`src/rtl/mips32_pkg.sv`:
```
// Shared definitions for the pipe_mips32 front end: opcodes, instruction
// classes, default widths and the fetch-queue entry layout.
package mips32_pkg;

    localparam int MIPS_ADDR_W = 32;
    localparam int MIPS_DATA_W = 32;

    // Opcodes live in instruction bits [31:26].
    localparam logic [5:0] OP_ADD   = 6'b000000;
    localparam logic [5:0] OP_SUB   = 6'b000001;
    localparam logic [5:0] OP_AND   = 6'b000010;
    localparam logic [5:0] OP_OR    = 6'b000011;
    localparam logic [5:0] OP_SLT   = 6'b000100;
    localparam logic [5:0] OP_MUL   = 6'b000101;
    localparam logic [5:0] OP_LW    = 6'b001000;
    localparam logic [5:0] OP_SW    = 6'b001001;
    localparam logic [5:0] OP_ADDI  = 6'b001010;
    localparam logic [5:0] OP_SUBI  = 6'b001011;
    localparam logic [5:0] OP_SLTI  = 6'b001100;
    localparam logic [5:0] OP_BNEQZ = 6'b001101;
    localparam logic [5:0] OP_BEQZ  = 6'b001110;
    localparam logic [5:0] OP_HLT   = 6'b111111;

    typedef enum logic [2:0] {
        RR_ALU = 3'd0,
        RM_ALU = 3'd1,
        LOAD   = 3'd2,
        STORE  = 3'd3,
        BRANCH = 3'd4,
        HALT   = 3'd5
    } instr_type_e;

    // One decoded-side queue entry: the instruction and its address + 1.
    typedef struct packed {
        logic [MIPS_DATA_W-1:0] ir;
        logic [MIPS_ADDR_W-1:0] npc;
    } fetch_entry_t;

    function automatic instr_type_e decode_type(input logic [5:0] op);
        instr_type_e t;
        case (op)
            OP_ADD, OP_SUB, OP_AND, OP_OR, OP_SLT, OP_MUL: t = RR_ALU;
            OP_ADDI, OP_SUBI, OP_SLTI:                     t = RM_ALU;
            OP_LW:                                         t = LOAD;
            OP_SW:                                         t = STORE;
            OP_BNEQZ, OP_BEQZ:                             t = BRANCH;
            OP_HLT:                                        t = HALT;
            default:                                       t = RR_ALU;
        endcase
        return t;
    endfunction

    function automatic logic is_hlt(input logic [5:0] op);
        return op == OP_HLT;
    endfunction

endpackage

```
`src/rtl/mips32_sync_fifo.sv`:
```
// Synchronous FIFO with push/pop/flush, occupancy count and full/empty.
// DEPTH must be a power of two (pointers wrap naturally). A push while
// full is accepted only when a pop happens in the same cycle.
module mips32_sync_fifo #(
    parameter int DEPTH = 4,
    parameter int WIDTH = 32,
    localparam int PTR_W = $clog2(DEPTH),
    localparam int CNT_W = $clog2(DEPTH + 1)
) (
    input  logic             clk,
    input  logic             rst,
    input  logic             push,
    input  logic [WIDTH-1:0] wdata,
    input  logic             pop,
    input  logic             flush,
    output logic [WIDTH-1:0] rdata,
    output logic [CNT_W-1:0] count,
    output logic             full,
    output logic             empty
);

    logic [WIDTH-1:0] mem_q [DEPTH];
    logic [WIDTH-1:0] mem_d [DEPTH];
    logic [PTR_W-1:0] rd_ptr_q, rd_ptr_d;
    logic [PTR_W-1:0] wr_ptr_q, wr_ptr_d;
    logic [CNT_W-1:0] count_q, count_d;
    logic             do_push, do_pop;

    assign empty   = (count_q == '0);
    assign full    = (count_q == CNT_W'(DEPTH));
    assign count   = count_q;
    assign rdata   = mem_q[rd_ptr_q];
    assign do_pop  = pop && !empty;
    assign do_push = push && (!full || do_pop);

    // Next pointers, count and storage; flush discards everything.
    always_comb begin
        mem_d    = mem_q;
        rd_ptr_d = rd_ptr_q;
        wr_ptr_d = wr_ptr_q;
        count_d  = count_q;
        if (flush) begin
            rd_ptr_d = '0;
            wr_ptr_d = '0;
            count_d  = '0;
        end else begin
            if (do_push) begin
                mem_d[wr_ptr_q] = wdata;
                wr_ptr_d        = wr_ptr_q + 1'b1;
            end
            if (do_pop) begin
                rd_ptr_d = rd_ptr_q + 1'b1;
            end
            case ({do_push, do_pop})
                2'b10:   count_d = count_q + 1'b1;
                2'b01:   count_d = count_q - 1'b1;
                default: count_d = count_q;
            endcase
        end
    end

    // Pointer/count registers with synchronous reset.
    always_ff @(posedge clk) begin
        if (rst) begin
            rd_ptr_q <= '0;
            wr_ptr_q <= '0;
            count_q  <= '0;
        end else begin
            rd_ptr_q <= rd_ptr_d;
            wr_ptr_q <= wr_ptr_d;
            count_q  <= count_d;
        end
    end

    // Storage needs no reset; the count gates what is visible.
    always_ff @(posedge clk) begin
        mem_q <= mem_d;
    end

    a_no_overflow : assert property (@(posedge clk) disable iff (rst)
        !(push && !flush && full && !pop));
    a_no_underflow : assert property (@(posedge clk) disable iff (rst)
        !(pop && !flush && empty));

endmodule

```
`src/rtl/mips32_fetch_queue.sv`:
```
// Instruction-fetch front end for pipe_mips32. Issues pipelined word
// requests from a PC, buffers returned words in a DEPTH-entry queue and
// presents {ir, npc} to decode over valid/ready.
//
// Handshakes: imem_req/imem_gnt transfer a request when both are high in
// the same cycle; ir_valid/ir_ready transfer the head entry when both are
// high; imem_rvalid has no back-pressure and responses return in order.
//
// Optional build macro FETCH_BYPASS_EN: with the queue empty, a kept
// response is presented on ir/npc in its arrival cycle and is only written
// to the queue if decode does not take it immediately.
module mips32_fetch_queue
    import mips32_pkg::*;
#(
    parameter int                DEPTH    = 4,
    parameter int                ADDR_W   = MIPS_ADDR_W,
    parameter int                DATA_W   = MIPS_DATA_W,
    parameter logic [ADDR_W-1:0] RESET_PC = '0
) (
    input  logic              clk1,
    input  logic              rst,
    output logic              imem_req,
    output logic [ADDR_W-1:0] imem_addr,
    input  logic              imem_gnt,
    input  logic              imem_rvalid,
    input  logic [DATA_W-1:0] imem_rdata,
    output logic              ir_valid,
    output logic [DATA_W-1:0] ir,
    output logic [ADDR_W-1:0] npc,
    input  logic              ir_ready,
    input  logic              redirect_valid,
    input  logic [ADDR_W-1:0] redirect_pc,
    output logic              fetch_halted
);

    localparam int CNT_W = $clog2(DEPTH + 1);
    localparam int ENT_W = DATA_W + ADDR_W;

    logic [ADDR_W-1:0] pc_q, pc_d;
    logic              halted_q, halted_d;
    logic [CNT_W-1:0]  drop_cnt_q, drop_cnt_d;

    logic [CNT_W-1:0]  iq_count, inflight;
    logic              iq_full, iq_empty, af_full, af_empty;
    logic [ENT_W-1:0]  iq_rdata, iq_wdata;
    logic [ADDR_W-1:0] resp_addr, resp_npc;
    logic [CNT_W:0]    credit_used;
    logic              req_fire, resp_keep, bypass_hit;
    logic              iq_push, iq_pop, hlt_seen;
    logic [ENT_W-1:0]  head;
    logic              unused_flags;

    assign unused_flags = ^{iq_full, af_full, af_empty};

    // In-flight request addresses, in issue order. Never flushed: dropped
    // responses still retire their slot, so its count is every request
    // not yet answered, including those doomed by a redirect.
    mips32_sync_fifo #(.DEPTH(DEPTH), .WIDTH(ADDR_W)) u_addr_fifo (
        .clk   (clk1),
        .rst   (rst),
        .push  (req_fire),
        .wdata (pc_q),
        .pop   (imem_rvalid),
        .flush (1'b0),
        .rdata (resp_addr),
        .count (inflight),
        .full  (af_full),
        .empty (af_empty)
    );

    // Instruction queue of {ir, npc}; a redirect discards its contents.
    mips32_sync_fifo #(.DEPTH(DEPTH), .WIDTH(ENT_W)) u_instr_fifo (
        .clk   (clk1),
        .rst   (rst),
        .push  (iq_push),
        .wdata (iq_wdata),
        .pop   (iq_pop),
        .flush (redirect_valid),
        .rdata (iq_rdata),
        .count (iq_count),
        .full  (iq_full),
        .empty (iq_empty)
    );

`ifdef FETCH_BYPASS_EN
    assign bypass_hit = resp_keep && iq_empty;
`else
    assign bypass_hit = 1'b0;
`endif

    // Issue credit, response keep/drop, queue control and decode outputs.
    always_comb begin
        // Queue entries plus unanswered requests never exceed DEPTH, which
        // is what keeps both FIFOs from overflowing.
        credit_used = {1'b0, iq_count} + {1'b0, inflight};
        imem_req    = !rst && !redirect_valid && !halted_q &&
                      (credit_used < (CNT_W + 1)'(DEPTH));
        imem_addr   = pc_q;
        req_fire    = imem_req && imem_gnt;

        resp_npc    = resp_addr + 1'b1;
        resp_keep   = imem_rvalid && !redirect_valid && (drop_cnt_q == '0);
        iq_wdata    = {imem_rdata, resp_npc};
        iq_push     = resp_keep && !(bypass_hit && ir_ready);
        iq_pop      = ir_ready && !iq_empty;
        hlt_seen    = resp_keep && is_hlt(imem_rdata[DATA_W-1 -: 6]);

        head = '0;
        if (!iq_empty) begin
            head = iq_rdata;
        end else if (bypass_hit) begin
            head = {imem_rdata, resp_npc};
        end
        ir_valid     = !iq_empty || bypass_hit;
        ir           = head[ENT_W-1 -: DATA_W];
        npc          = head[ADDR_W-1:0];
        fetch_halted = halted_q;
    end

    // Next PC, halt flag and count of responses still to be discarded.
    always_comb begin
        pc_d       = pc_q;
        halted_d   = halted_q;
        drop_cnt_d = drop_cnt_q;
        if (redirect_valid) begin
            pc_d     = redirect_pc;
            halted_d = 1'b0;
            // Every request still unanswered after this cycle belongs to
            // the old path; this already includes earlier pending drops,
            // so back-to-back redirects accumulate without double counting.
            drop_cnt_d = inflight - CNT_W'(imem_rvalid);
        end else begin
            if (req_fire) begin
                pc_d = pc_q + 1'b1;
            end
            if (hlt_seen) begin
                halted_d = 1'b1;
            end
            if (imem_rvalid && (drop_cnt_q != '0)) begin
                drop_cnt_d = drop_cnt_q - 1'b1;
            end
        end
    end

    // Fetch state registers with synchronous reset.
    always_ff @(posedge clk1) begin
        if (rst) begin
            pc_q       <= RESET_PC;
            halted_q   <= 1'b0;
            drop_cnt_q <= '0;
        end else begin
            pc_q       <= pc_d;
            halted_q   <= halted_d;
            drop_cnt_q <= drop_cnt_d;
        end
    end

    a_drop_le_inflight : assert property (@(posedge clk1) disable iff (rst)
        drop_cnt_q <= inflight);

endmodule

```
`config.mk`:
```
export PLATFORM = sky130hd
export DESIGN_NAME = mips32_fetch_queue
export DESIGN_NICKNAME = d
export VERILOG_FILES = /design/src/rtl/mips32_pkg.sv /design/src/rtl/mips32_sync_fifo.sv /design/src/rtl/mips32_fetch_queue.sv
export SDC_FILE = /design/constraint.sdc
export NUM_CORES = 1
export LEC_CHECK = 0
export BUFFER_PORTS_ARGS = -buffer_cell sky130_fd_sc_hd__buf_2
export CAP_MARGIN = 15
export CELL_PAD_IN_SITES_DETAIL_PLACEMENT = 1
export CELL_PAD_IN_SITES_GLOBAL_PLACEMENT = 1
export CORE_AREA = 2 2 184 186
export CTS_BUF_LIST = sky130_fd_sc_hd__clkbuf_4
export DETAILED_ROUTE_END_ITERATION = 6
export DIE_AREA = 0 0 186 188
export HOLD_SLACK_MARGIN = 0.05
export PLACE_DENSITY_LB_ADDON = 0.08
export SLEW_MARGIN = 20
export SYNTH_ARGS = -nofsm -noshare
export SYNTH_HDL_FRONTEND = slang
export SYNTH_SLANG_ARGS = --single-unit
```
`constraint.sdc`:
```
create_clock -name clk1 -period 7.6 [get_ports clk1]
set_input_delay 0 -clock clk1 [delete_from_list [all_inputs] [get_ports clk1]]
set_output_delay 0 -clock clk1 [all_outputs]
set_load 0.02 [all_outputs]
```
Word level (Yosys, flattened, before mapping)
Cells that the tools add are included.
- $add $sub $neg: 13
- magnitude comparators: 7
- eq/ne operators: 7
- multiplexer cells: 19
- bitwise operators: 5
- reductions and logical operators: 34
- operator list (cell ; count):
    $bwmux W256 ; 1
    $mux W64 ; 4
    $mux W32 ; 5
    $bmux W64 S2 ; 1
    $bwmux W128 ; 1
    $demux W64 S2 ; 1
    $add A32 B1 Y32 const B ; 2
    $bmux W32 S2 ; 1
    $demux W32 S2 ; 1
    $logic_and A1 B1 Y1 ; 15
    $ge A3 B3 Y1 const B ; 4
    $not A2 Y3 ; 4
    $pmux W3 S2 ; 2
    $logic_not A3 Y1 ; 3
    $sub A3 B1 Y3 const B ; 3
    $add A2 B1 Y2 const B ; 4
    $reduce_bool A2 Y1 ; 4
    $logic_not A1 Y1 ; 7
    $add A3 B1 Y3 const B ; 2
    $eq A3 B3 Y1 const B ; 2
    $eq A6 B6 Y1 const B ; 1
    $lt A3 B1 Y1 const B ; 2
    $mux W3 ; 2
    $add A3 B3 Y4 ; 1
    9 further kinds ; 12
- flip-flop bits (word level): 434
- output and inout bits: 99
- logic and storage cells: 102

Logic depth before layout (Yosys ltp)
- word-level depth: 8
- gate-level depth with buffers: 12

Cells and area by module
A second synthesis with hierarchy kept.
- cells, all modules: 1055
- area, all modules: 18109.9 um2
- modules (own cells, without submodules) (module ; times used ; cells an instance ; area an instance (um2) ; seq. area each (um2)):
    mips32_sync_fifo at u_instr_fifo ; 1 ; 386 ; 9710.6 ; 7827.5
    mips32_sync_fifo at u_addr_fifo ; 1 ; 231 ; 5142.4 ; 3983.8
    mips32_fetch_queue ; 1 ; 438 ; 3256.9 ; 720.7

Worst setup path before layout
OpenSTA, ideal clock, no wires.
- path kind: register to register
- start: register drop_cnt_q[0]
- end: register u_instr_fifo.mem_q[0] (netlist bit), enable pin
- arrival: 2.641 ns
- data required time: 7.171 ns
- path slack: 4.530 ns
- cell stages (with the launch flop): 7
- cells stage by stage: dfxtp_1 > inv_1 > ha_1 > nand4bb_1 > clkbuf_1 > nor2_1 > and2_1
- word-level cells in the longest chain between the ends: 4
- RTL lines (element ; line ; RTL):
    from (decl) ; mips32_fetch_queue.sv:41 ; logic [CNT_W-1:0] drop_cnt_q, drop_cnt_d;
    from (signal assigned) ; mips32_fetch_queue.sv:154 ; drop_cnt_q <= drop_cnt_d;
    $logic_not A3 Y1 ; mips32_fetch_queue.sv:102 ; resp_keep = imem_rvalid && !redirect_valid && (drop_cnt_q == '0);
    $logic_and A1 B1 Y1 ; mips32_fetch_queue.sv:102 ;
    $logic_and A1 B1 Y1 ; mips32_sync_fifo.sv:34 ; assign do_push = push && (!full || do_pop);
    $reduce_and A2 Y1 (no line) ; - ;
    to (signal assigned) ; mips32_sync_fifo.sv:77 ; mem_q <= mem_d;
    to (decl) ; mips32_sync_fifo.sv:22 ; logic [WIDTH-1:0] mem_q [DEPTH];
No other way between the ends.
A chain may end at the register's enable or synchronous reset.

Final worst setup path
- start: register u_addr_fifo.count_q[2], in the netlist u_addr_fifo.count[2]
- end: register pc_q[17], in the netlist imem_addr[17]
- word-level cells in the longest chain between the ends: 5
- RTL lines (element ; line ; RTL):
    from (decl) ; mips32_sync_fifo.sv:26 ; logic [CNT_W-1:0] count_q, count_d;
    from (signal assigned) ; mips32_sync_fifo.sv:71 ; count_q <= count_d;
    $add A3 B3 Y4 ; mips32_fetch_queue.sv:95 ; credit_used = {1'b0, iq_count} + {1'b0, inflight};
    $lt A4 B3 Y1 ; mips32_fetch_queue.sv:97 ; (credit_used < (CNT_W + 1)'(DEPTH));
    $logic_and A1 B1 Y1 ; mips32_fetch_queue.sv:96 ; imem_req = !rst && !redirect_valid && !halted_q &&
    $logic_and A1 B1 Y1 ; mips32_fetch_queue.sv:99 ; req_fire = imem_req && imem_gnt;
    $reduce_bool A2 Y1 (no line) ; - ;
    to (signal assigned) ; mips32_fetch_queue.sv:152 ; pc_q <= pc_d;
    to (decl) ; mips32_fetch_queue.sv:39 ; logic [ADDR_W-1:0] pc_q, pc_d;
No other way between the ends.

==> metrics.md <==
| Metric | Value |
|---|---|
| Bufs on Longest Clock Path | `3` |
| Clk sink count | `~430` |
| First-pass GRT wire length | `roughly 65000 um` |
| Asr flop ratio synth | `0%` |
| Crit start category | `flop` |
| Via count | `10840` |
| Worst hold path class | `in2reg` |
| M1 wire length | `17480 um` |
| Initial DRC count | `675` |
| Die Area | `34970 um^2` |
| Count leader, synth | `edfxtp_1` |
| Worst Hold Launch | `imem_gnt` |
| Syn Inst Count | `1033` |
| Register area | `12540 um^2` |
| Final setup violation count | `0` |
| RePlAce Congestion | `0.7300` |
| Total power divided by cell area | `240.5 nW/um^2` |
| Post_cts resized | `0` |
| Part of the cycle the worst path needs | `44.99%` |
| Vias in the first global route | `11990` |
| Max-cap violation count | `0` |
| Reg2reg start | `u_addr_fifo.count[2]$_SDFFE_PP0P_` |
| Most common library cells after synthesis | `edfxtp_1 (384), mux4_2 (85), and2_1 (79), nor2_1 (51), dfxtp_1 (50)` |
| Placed cell count | `1606` |
| CP arrival | `a little over 4000 ps` |
| R2R setup slack | `~4200 ps` |
| Final Instance Count excl. Fillers | `1959` |
| Synthesized cell area | `17960 um^2` |
| Setup TNS | `0 ps` |
| FMAX | `292.5 MHz` |
| Final Hold Vio Count | `0` |
| Initial DRT Pass Iterations | `4` |
| CTS tree | `built` |
| Clk slew on worst S/H paths | `~70 ps` |
| Core area | `33110 um^2` |
| Comb power frac | `11.9%` |
| Root buffer cell | `clkbuf_4` |
| Total track usage | `between 20% and 30%` |
| Buffers added on ports | `168` |
| Synth Warn # | `0` |
| Largest area contributor in the netlist | `edfxtp_1` |
| Mapped Nets | `1122` |
| Met2 wire len | `~21000 um` |
| Setup repair bufs after CTS | `0` |
| CTS buffer count | `106` |
| Met3 wire len | `1898 um` |
| Outcome | `complete, no violations` |
| Die height | `188 um` |
| Vias per inst | `5.534` |
| Die W | `between 150 and 200 um` |
| Multi-input gate area | `between 5000 and 6000 um^2` |
| Required @ worst endpoint | `8270 ps` |
| Pin count of the biggest net entering global routing | `69` |
| Worst hold path depth | `4` |
| Hpwl dp | `22500 um` |
| Layout cells sized above 1 | `30.31%` |
| Final Critical Period | `3419 ps` |
| Worst-Margin Slew | `1017 ps` |
| Worst setup path class | `reg2reg` |
| Reg2Reg Depth | `8` |
| Initial Utilization | `54.25%` |
| Min-Delay Endpoint | `u_addr_fifo.wr_ptr_q[1]$_SDFFE_PP0P_` |
| I/O pins | `169` |
| Cell variety after synth | `60` |
| GRT overflow | `0` |
| Register bit total from synthesis | `434` |
| Int Pwr | `4012 uW` |
| Top fanout value on the critical path | `12` |
| Reg2reg end | `imem_addr[17]$_SDFFE_PP0P_` |
| Ranking of synthesized cells by area | `edfxtp_1 (64%), mux4_2 (11%), dfxtp_1 (5.6%)` |
| # rows | `67` |
| Htree depth | `3` |
| Peak VDD IR | `103.6 uV` |
| Clock share of power | `35.7%` |
| Sw Ratio | `24.61%` |
| Primary FF master, synth | `edfxtp_1` |
| Seq/Total Area, Yosys | `a little over two thirds` |
| Filler instances | `3030` |
| Highest routed layer | `met4` |
| Initial antenna violation count | `2` |
| Crit end category | `flop` |
| Wire per inst | `~21 um` |
| Switching power | `approximately 1300 uW` |
| Area Overhead vs Synth | `23.18%` |
| Final ANT Viol Nets | `0` |
| Final setup skew | `roughly 58 ps` |
| Sequential share of power | `52.3%` |
| Avg Cell Area, Syn | `17.39 um^2` |
| Worst skew pair latency | `approximately 760 ps` |
| Rel. slew slack | `between 30% and 40%` |
| Layout Utilization | `66.82%` |
| Synth top area share | `64.20%` |
| Wire length after detailed routing | `slightly above 40000 um` |
| Post-synth EDFFs | `approximately 380` |
| Nets@finish | `1511` |
| Final Max Slew Viols | `0` |
| RSZ-0062 raised after global routing | `no` |
| Leak | `just under 0.008 uW` |
| # DRC | `0` |
## area by class of cell
cell class	count	area share [%]
clock inverter	40	0.9444
timing repair buffer	335	11.23
inverter	22	0.3732
sequential	434	56.68
antenna	3	0.03393
multi-input combinational	523	22.98
tap	448	2.534
clock buffer	154	5.225
## critical path, stage by stage (launching register included)
cell	delay (ps)
dfxtp_1	430
ha_1	270
nor4_1	400
nand4_1	530
nor2_1	260
a32oi_1	130
dlygate4sd3_1	590
a21oi_1	170
dlygate4sd3_1	590
## registers in the layout, indices dropped and copies added, names as in the netlist
name                   flops
u_instr_fifo.rd_ptr_q      2
drop_cnt_q                 3
u_instr_fifo.wr_ptr_q      2
fetch_halted               1
imem_addr                 32
u_addr_fifo.rd_ptr_q       2
u_instr_fifo.count         3
u_instr_fifo.mem_q       256
u_addr_fifo.mem_q        128
u_addr_fifo.wr_ptr_q       2
u_addr_fifo.count          3
## timing repair
| action | 4_1_cts | 5_1_grt |
|---|---|---|
| endpoints found under the setup margin | 0 | 0 |
| hold buffers | 156 | 0 |
| endpoints found under the hold margin | 178 | 0 |
## power by group through the flow
stage	logic, uW	clock network [uW]	registers (uW)
after floorplan	423	0	2820
after global placement	548	0	2830
after detailed placement	567	0	2840
after CTS	633	1950	2780
after global routing	700	2080	2790
final	634	1900	2790
## worst max-delay path by stage
| stage | start | end | slack, ps | cells after the start |
|---|---|---|---|---|
| floorplan | drop_cnt_q[0]$_SDFFE_PP0P_ | u_instr_fifo.mem_q[0]$_DFFE_PP_ | 4530 | 6 |
| global placement | u_addr_fifo.count[2]$_SDFFE_PP0P_ | u_addr_fifo.mem_q[29]$_DFFE_PP_ | 4340 | 5 |
| detailed placement | u_addr_fifo.count[2]$_SDFFE_PP0P_ | u_addr_fifo.mem_q[126]$_DFFE_PP_ | 4200 | 5 |
| CTS | u_addr_fifo.count[2]$_SDFFE_PP0P_ | u_addr_fifo.mem_q[96]$_DFFE_PP_ | 4160 | 5 |
| global route | u_addr_fifo.count[2]$_SDFFE_PP0P_ | imem_addr[17]$_SDFFE_PP0P_ | 3800 | 8 |
| finish | u_addr_fifo.count[2]$_SDFFE_PP0P_ | imem_addr[17]$_SDFFE_PP0P_ | 4180 | 8 |
## routing by layer
metal	global-route usage, %	vias up
li1	-	4930
met1	31.30	5544
met2	41.12	310
met3	5.127	58
met4	6.753	0
met5	0	-
## cells in the final DEF, fill, tap and decap left out, drive strengths merged, types with 2 or more instances in the layout
master / instances
bufinv: 2
and2: 80
a311oi: 7
nor4b: 3
o21ai: 13
nand3: 17
nand4: 21
mux4: 96
a221oi: 2
clkinv: 35
a41oi: 2
xnor2: 15
buf: 179
or2: 3
and3: 12
ha: 17
nor4: 12
diode: 3
inv: 24
dlygate4sd3: 156
o211ai: 5
fa: 2
clkbuf: 154
a21oi: 15
nand2: 34
a211oi: 14
nor3: 14
nor2: 51
or3: 12
dfxtp: 50
mux2: 3
xor2: 37
edfxtp: 384
and4: 12
a31oi: 7
o21bai: 2
## cell families after synthesis
family	synth area share (%)
mux	12.51
simple gates	8.791
xor+xnor	2.536
compound gates	3.002
flops	69.77
buf+inv	1.985
fa+ha+maj	1.407
## metrics by stage
| step | setup slack, ps | total power, uW | hold WS [ps] | instance area, um^2 |
|---|---|---|---|---|
| floorplan | 4530 | 3248 | 98.87 | 17960 |
| global placement | 4339 | 3377 | 214.4 | 19190 |
| detailed placement | 4197 | 3403 | 223.7 | 19190 |
| CTS | 4160 | 5363 | 85.71 | 22120 |
| global route | 3804 | 5572 | 94.48 | 22130 |
| finish | 4181 | 5322 | 129.6 | 22130 |
Note: power is estimated with default switching activity, not from simulation.
